## src/rtl/rtc_sched_pkg.sv

```systemverilog
// rtc_sched_pkg: shared state encoding, bus owner codes and transaction length default for the RTC access scheduler
package rtc_sched_pkg;
  typedef enum logic [1:0] {IDLE, RD_ACTIVE, WR_ACTIVE} state_t;
  localparam logic [2:0] OWNER_NONE = 3'd0;
  localparam logic [2:0] OWNER_WR = 3'd7;
  localparam int TXN_CYCLES_DEF = 35;
endpackage

```

## src/rtl/rtc_sched_timer.sv

```systemverilog
// rtc_sched_timer: free-running refresh timer, one-cycle wrap pulse on its last count
module rtc_sched_timer #(
  parameter int PERIOD = 1000000
) (
  input  logic clk,
  input  logic reset,
  output logic wrap
);
  localparam int W = PERIOD > 1 ? $clog2(PERIOD) : 1;
  logic [W-1:0] cnt;
  assign wrap = cnt == W'(PERIOD - 1);
  always_ff @(posedge clk or posedge reset)
    if (reset) cnt <= '0;
    else cnt <= wrap ? '0 : cnt + W'(1);
endmodule

```

## src/rtl/rtc_access_sched.sv

```systemverilog
// rtc_access_sched: arbitrates the RTC bus between periodic field-read sweeps and user writes (optional sweep_hold via RTC_SCHED_HOLD_EN)
module rtc_access_sched
  import rtc_sched_pkg::*;
#(
  parameter int NUM_FIELDS = 6,
  parameter int TXN_CYCLES = TXN_CYCLES_DEF,
  parameter int REFRESH_CYCLES = 1000000
) (
  input  logic                  clk,
  input  logic                  reset,
  input  logic                  wr_req,
`ifdef RTC_SCHED_HOLD_EN
  input  logic                  sweep_hold,
`endif
  output logic [NUM_FIELDS-1:0] rd_start,
  output logic                  wr_start,
  output logic [2:0]            bus_owner,
  output logic                  wr_ack,
  output logic                  sweep_done,
  output logic                  busy
);
  localparam int CW = $clog2(TXN_CYCLES);
  localparam logic [2:0] LASTF = 3'(NUM_FIELDS - 1);
  state_t state, state_n;
  logic [CW-1:0] cnt;
  logic [2:0] field, field_n;
  logic sweep_pend, intr, intr_n, take, wrap, last, hold;
`ifdef RTC_SCHED_HOLD_EN
  assign hold = sweep_hold;
`else
  assign hold = 1'b0;
`endif
  rtc_sched_timer #(.PERIOD(REFRESH_CYCLES)) u_timer (.clk(clk), .reset(reset), .wrap(wrap));
  assign last = cnt == CW'(TXN_CYCLES - 1);
  // A wrap seen at the decision point is consumed directly so it does not queue a second sweep
  always_comb begin
    state_n = state;
    field_n = field;
    intr_n = intr;
    take = 1'b0;
    if (state != IDLE && !last) state_n = state;
    else if (state == RD_ACTIVE && field != LASTF) begin
      field_n = field + 3'd1;
      state_n = wr_req ? WR_ACTIVE : RD_ACTIVE;
      intr_n = wr_req;
    end
    else if (wr_req) state_n = WR_ACTIVE;
    else if (intr && !hold) begin
      state_n = RD_ACTIVE;
      intr_n = 1'b0;
    end
    else if ((sweep_pend || wrap) && !hold) begin
      state_n = RD_ACTIVE;
      field_n = '0;
      take = 1'b1;
    end
    else state_n = IDLE;
  end
  always_ff @(posedge clk or posedge reset)
    if (reset) begin
      state <= IDLE;
      cnt <= '0;
      field <= '0;
      intr <= 1'b0;
      sweep_pend <= 1'b0;
    end else begin
      state <= state_n;
      cnt <= (state == IDLE || last) ? '0 : cnt + CW'(1);
      field <= field_n;
      intr <= intr_n;
      sweep_pend <= take ? 1'b0 : (wrap || sweep_pend);
    end
  assign rd_start = (state == RD_ACTIVE && cnt == '0) ? NUM_FIELDS'(1) << field : '0;
  assign wr_start = state == WR_ACTIVE && cnt == '0;
  assign wr_ack = state == WR_ACTIVE && last;
  assign sweep_done = state == RD_ACTIVE && last && field == LASTF;
  assign bus_owner = state == RD_ACTIVE ? field + 3'd1 : state == WR_ACTIVE ? OWNER_WR : OWNER_NONE;
  assign busy = state != IDLE;
endmodule

```

## config.mk

```make
export PLATFORM = sky130hd
export DESIGN_NAME = rtc_access_sched
export DESIGN_NICKNAME = d
export VERILOG_FILES = /design/src/rtl/rtc_sched_pkg.sv /design/src/rtl/rtc_sched_timer.sv /design/src/rtl/rtc_access_sched.sv
export SDC_FILE = /design/constraint.sdc
export NUM_CORES = 1
export LEC_CHECK = 0
export CORE_MARGIN = 2
export CORE_UTILIZATION = 55
export DETAILED_ROUTE_END_ITERATION = 16
export GPL_TIMING_DRIVEN = 0
export PLACE_DENSITY = 0.83
export SYNTH_ARGS = -nofsm -noshare
export SYNTH_HDL_FRONTEND = slang
export SYNTH_SLANG_ARGS = --single-unit
```

## constraint.sdc

```tcl
create_clock -name clk -period 6.3 [get_ports clk]
set_clock_uncertainty 0.15 [all_clocks]
set_input_delay 1.26 -clock clk [delete_from_list [all_inputs] [get_ports clk]]
set_output_delay 1.26 -clock clk [all_outputs]
set_load 0.03 [all_outputs]
```

==> reports/results.tsv, run 1 <==
metric	value	unit
initial_core_util	0.592	
arrival	2.45	ns
hp-class	flip-flop to flip-flop	
die-area	3820	um^2
cts_tree	yes	
gp_congestion	0.839	
post_cts_resized	0	
grt_usage	0.209	
core_area	3100	um^2
worstMarginPinSlew	1.22	ns
ir_drop	176	uV
fp.dieW	61.8	um
async_flop_share	1.00	
final-hold-violation-count	0	
r2r-start	u_timer.cnt[12]	
cts.htree.levels	2	
post-cts-setup-buffers	0	
postRouteAntennaNets	0	
synth_ff_type	dfrtp_1	
fin_tns_setup	0	ns
slowest_stage	clkdlybuf4s50_1	
ys_ff_latch	33	
powerDensity	273	nW/um^2
rows	20	
whs	0.344	ns
clk_transition_reported_paths	0.10	ns
p_leak	0.926	nW
cp.depth	4	
max_freq	0.259	GHz
yosys-top-cells-area	dfrtp_1 (45%), ha_1 (6.1%), nand3_1 (4.9%), nor2_1 (4.7%), xnor2_1 (3.8%)	
rr_worst_depth	5	
crit_top_cell	nor3_1	
overflow	0	
rrSetupSlack	4.10	ns
ys_warn_count	0	
period_needed	3.86	ns
drt-vias-per-instance	5.69	
final.period_utilization	0.613	
drive_gt1_frac	0.0853	
dieHeight	61.8	um
firstDrtPassIters	4	
wl	3.43	mm
required	4.89	ns
setup_violations	0	
wl_per_cell	13.5	um
yosysTopAreaCell	dfrtp_1	
cts-root-buf	clkbuf_4	
synth_edf_count	0	
outcome	complete, no violations	
whs_path_depth	1	
synth_area	1840	um^2
worstSetupEndpoint	sweep_done	
dpl_cell_area	2040	um^2
n_antenna_cell	0	
netlist.area_leader.share	0.450	
antenna_found_initial	0	
max_slew_margin	0.186	
syn_nets	200	
synth_seq_area_share	0.450	
crit_start	cnt[2]	
crit_chain	nor3_1 > nand3_1 > nor3_1 > clkdlybuf4s50_1	
numCtsBuffers	5	
grt_pass1_wl	5.67	mm
rr_endpoint	field[2]	
num_io_pins	16	
area_growth	15.0	%
critical-path-max-stage-delay	0.69	ns
finalNetCount	222	
path_buf_inv	1	
slew_viol_final	0	
fillers	269	
worstSkewPairLatency	0.34	ns
grt_max_degree	34	
path_delay_family	simple AND/OR/NAND/NOR gates	
maxCapViolCount	0	
clockBufferDepth	2	
cts_sinks	33	
final_cell_area	2110	um^2
drt_iter0_drc	84	
num_vias	1451	
port_buffers	15	
synth_cell_types	39	
end_kind	output pin	
syn_inst	188	
cp-start-kind	flip-flop	
dp_hpwl	2.56	mm
crit_fanout	6	
hold_buffers	0	
path_class	flip-flop to output pin	
syn_area_per_cell	9.76	um^2
route.detailed.drc	0	
rsz0062_at_grt	no	
grt_pass1_vias	1298	
==> report_power, final <==
part / internal (mW) / leakage [nW] / switching (mW)
combinational: 0.0709 / 0.473 / 0.0964
sequential: 0.240 / 0.412 / 0.0326
clock: 0.0646 / 0.0413 / 0.0717
==> worst min path at each step <==
stage	end	from	slack [ns]
2_1_floorplan	u_timer.cnt[19]	u_timer.cnt[19]	0.30
3_5_place_dp	u_timer.cnt[19]	u_timer.cnt[19]	0.33
5_1_grt	u_timer.cnt[19]	u_timer.cnt[19]	0.37
4_1_cts	u_timer.cnt[19]	u_timer.cnt[19]	0.35
3_3_place_gp	u_timer.cnt[19]	u_timer.cnt[19]	0.32
6_report	u_timer.cnt[19]	u_timer.cnt[19]	0.34
==> cell usage after synthesis, drive strengths merged, types with 4 or more instances <==
cell and count:
dfrtp 33, nand2 10, ha 9, xor2 8, o21ai 8, xnor2 8
nand4 5, nor3 4, nor2 24, a21oi 9, and2 7, inv 9
nand3 18
==> state kept, by name (all words and copies together), names as in the netlist <==
| register | flops |
|---|---|
| state | 2 |
| u_timer.cnt | 20 |
| field | 3 |
| cnt | 6 |
| intr | 1 |
| sweep_pend | 1 |
==> area by class of cell <==
class,count,area [um^2],share of cell area
plain buffers,2,15.0,0.00711
clock buffers,7,65.1,0.0308
clock inverters,1,5.00,0.00237
inverters,9,33.8,0.0160
multi-input cells,144,961,0.455
flip-flops and latches,33,826,0.391
well taps,44,55.1,0.0261
repair buffers,15,150,0.0711
==> stage by stage <==
step,cells,total power [mW],util,setup slack [ns]
floorplan,188,0.389,-,3.15
global placement,247,0.433,0.658,2.85
detailed placement,247,0.444,0.658,2.80
CTS,255,0.582,0.680,2.42
global route,255,0.612,0.680,2.22
finish,255,0.576,0.680,2.44
==> cell usage in the layout, fill, tap and decap left out, types with 2 or more instances in the layout <==
| cell type | Yosys | routed |
|---|---|---|
| a21oi_1 | 9 | 9 |
| a22o_1 | 2 | 2 |
| a31o_2 | 2 | 2 |
| and2_1 | 7 | 7 |
| and3_1 | 3 | 3 |
| and4_1 | 2 | 2 |
| clkbuf_4 | 0 | 5 |
| clkbuf_8 | 0 | 2 |
| clkdlybuf4s50_1 | 0 | 15 |
| dfrtp_1 | 33 | 33 |
| ha_1 | 9 | 9 |
| inv_1 | 9 | 9 |
| mux2i_1 | 3 | 3 |
| nand2_1 | 10 | 10 |
| nand2b_1 | 3 | 3 |
| nand3_1 | 18 | 18 |
| nand3b_1 | 2 | 2 |
| nand4_1 | 5 | 5 |
| nand4b_1 | 2 | 2 |
| nor2_1 | 23 | 23 |
| nor2b_1 | 2 | 2 |
| nor3_1 | 4 | 4 |
| o211ai_1 | 2 | 2 |
| o21ai_0 | 6 | 6 |
| xnor2_1 | 8 | 8 |
| xor2_1 | 8 | 8 |
==> layer usage <==
| metal | track usage | vias to the layer above | share of wire | wire [um] |
|---|---|---|---|---|
| met2 | 0.325 | 44 | 0.47 | 1630 |
| met1 | 0.279 | 691 | 0.44 | 1520 |
| met5 | 0 | - | 0 | 0 |
| met4 | 0.109 | 0 | 0.023 | 80 |
| met3 | 0.0435 | 8 | 0.058 | 198 |
| li1 | - | 708 | - | - |
==> logic make-up after synthesis <==
kind of cell | share of synthesized area
flip-flops | 0.450
buffers and inverters | 0.0266
AND/OR/NAND/NOR | 0.260
adder cells (fa/ha/maj) | 0.0614
AO/OA/AOI/OAI | 0.110
XOR/XNOR | 0.0763
multiplexers | 0.0164
Note: power is estimated with default switching activity, not from simulation.
==> inputs of run 2 (changes only) <==
--- a/config.mk
+++ b/config.mk
@@ -6,10 +6,10 @@
 export NUM_CORES = 1
 export LEC_CHECK = 0
 export CORE_MARGIN = 2
-export CORE_UTILIZATION = 55
+export CORE_UTILIZATION = 51
 export DETAILED_ROUTE_END_ITERATION = 16
 export GPL_TIMING_DRIVEN = 0
-export PLACE_DENSITY = 0.83
+export PLACE_DENSITY = 0.81
 export SYNTH_ARGS = -nofsm -noshare
 export SYNTH_HDL_FRONTEND = slang
 export SYNTH_SLANG_ARGS = --single-unit
==> constraint.sdc (replaced) <==
create_clock -name clk -period 3.4 [get_ports clk]
set_clock_uncertainty 0.15 [all_clocks]
set_input_delay 0.68 -clock clk [delete_from_list [all_inputs] [get_ports clk]]
set_output_delay 0.68 -clock clk [all_outputs]
set_load 0.03 [all_outputs]
==> run 2 against run 1 <==
Non-clock buffer count grew 1. First-iteration DRC count is 57% higher. Die area is 7.3% higher. Register-to-register slack lost 2.9 ns. Hold slack got worse by 0.011 ns. Via count about the same. Highest routed layer unchanged.
==> reports/results.tsv, run 2 (synthesis gave the netlist of run 1 again) <==
metric	value	unit
outcome	complete, no violations	
clock_power_share	0.257	
pwr-share-comb	0.284	
area_growth	17.0	%
fin_tns_setup	0	ns
whs_path_depth	1	
drt-vias-per-instance	5.64	
critical-path-max-stage-delay	0.69	ns
largest_reg_flops	20	
cts-root-buf	clkbuf_4	
num_vias	1450	
multi_input_area	966	um^2
post-cts-setup-buffers	0	
instances_no_fill	257	
numCtsBuffers	5	
overflow	0	
cts_sinks	33	
period_needed	3.10	ns
route.detailed.drc	0	
cts.htree.levels	2	
antenna_found_initial	0	
end_kind	output pin	
n_antenna_cell	0	
max_slew_margin	0.396	
slew_viol_final	0	
clk_transition_reported_paths	0.11	ns
maxCapViolCount	0	
fillers	278	
die-area	4090	um^2
rr_worst_depth	5	
num_io_pins	16	
hold_path_end	u_timer.cnt[19]	
worstMarginPinSlew	0.898	ns
rows	21	
postRouteAntennaNets	0	
drt_iter0_drc	132	
mostFrequentLayoutCells	dfrtp_1 (33), nor2_1 (23), nand3_1 (18)	
rsz0062_at_grt	no	
worstSkewPairLatency	0.34	ns
rrSetupSlack	1.17	ns
cts_tree	yes	
final.period_utilization	0.913	
crit_fanout	6	
firstDrtPassIters	4	
ir_drop	325	uV
p_sw_frac	0.340	
largest-register	u_timer.cnt	
grt_max_degree	34	
reg.largest.list	u_timer.cnt x20, cnt x6, field x3	
seqPwrFrac	0.459	
dp_cells	249	
slowest_stage	clkdlybuf4s50_1	
powerDensity	515	nW/um^2
clockBufferDepth	2	
p_leak	0.936	nW
port_buffers	15	
finalNetCount	223	
grt_pass1_wl	6.38	mm
initial_core_util	0.542	
final_common_cell	dfrtp_1	
fp.dieW	64.0	um
arrival	2.27	ns
dp_hpwl	2.52	mm
cp-start-kind	flip-flop	
core_area	3390	um^2
setup_violations	0	
required	2.57	ns
path_class	flip-flop to output pin	
wl	3.60	mm
power.switching	0.376	mW
ff_latch_area	826	um^2
min_from	u_timer.cnt[19]	
dieHeight	64.0	um
final-hold-violation-count	0	
max_freq	0.322	GHz
gp_congestion	0.854	
crit_chain	nor3_2 > nand3_1 > nor3_1 > clkdlybuf4s50_1	
drive_gt1_frac	0.0900	
hold_buffers	0	
internal-power	0.729	mW
rr_endpoint	field[2]	
r2r-start	u_timer.cnt[12]	
wl_per_cell	14.0	um
grt_pass1_vias	1406	
grt_usage	0.202	
hp-class	flip-flop to flip-flop	
## run 2: worst max path at each step
| stage | from | end |
|---|---|---|
| 4_1_cts | cnt[2] | sweep_done |
| 2_1_floorplan | cnt[2] | sweep_done |
| 3_3_place_gp | cnt[2] | sweep_done |
| 5_1_grt | state[0] | rd_start[2] |
| 3_5_place_dp | cnt[2] | sweep_done |
| 6_report | cnt[2] | sweep_done |
## run 2: power groups by stage
stage	Combinational [mW]	Clock (mW)	Sequential (mW)
after floorplan	0.224	0	0.497
after global placement	0.298	0	0.507
after detailed placement	0.308	0	0.510
after CTS	0.311	0.289	0.502
after global routing	0.355	0.308	0.518
final	0.314	0.284	0.507
## run 2: critical path: cells and delay by family (launching register included)
family                 cells  cell delay (ns)
buffers and inverters      1             0.69
AND/OR/NAND/NOR            3             0.82
flip-flops                 1             0.43
## run 2: layout make-up
class	instances	share of cell area
Multi-Input combinational cell	144	0.450
Timing Repair Buffer	16	0.0827
Clock inverter	2	0.0163
Clock buffer	5	0.0175
Tap cell	46	0.0268
Inverter	9	0.0157
Sequential cell	33	0.384
Buffer	2	0.00699
## run 2: stage by stage
stage / util / setup slack (ns) / area (um^2) / power, mW / hold slack (ns)
CTS: 0.624 / 0.114 / 2120 / 1.10 / 0.343
finish: 0.634 / 0.297 / 2150 / 1.11 / 0.333
detailed placement: 0.603 / 0.488 / 2040 / 0.818 / 0.328
global placement: 0.603 / 0.503 / 2040 / 0.805 / 0.327
floorplan: - / 0.834 / 1840 / 0.720 / 0.301
global route: 0.634 / 0.0954 / 2150 / 1.18 / 0.356
## run 2: per-layer routing
| metal | GRT usage | wire length [um] | vias up |
|---|---|---|---|
| met2 | 0.310 | 1720 | 40 |
| met3 | 0.0634 | 212 | 7 |
| met5 | 0 | 0 | - |
| met4 | 0.0870 | 68 | 0 |
| met1 | 0.262 | 1600 | 696 |
| li1 | - | - | 707 |
## run 2: repair_timing
item | in CTS | in global routing
gates resized for setup | 0 | 1
setup endpoints to repair | 0 | 5
endpoints found under the hold margin | 0 | 0
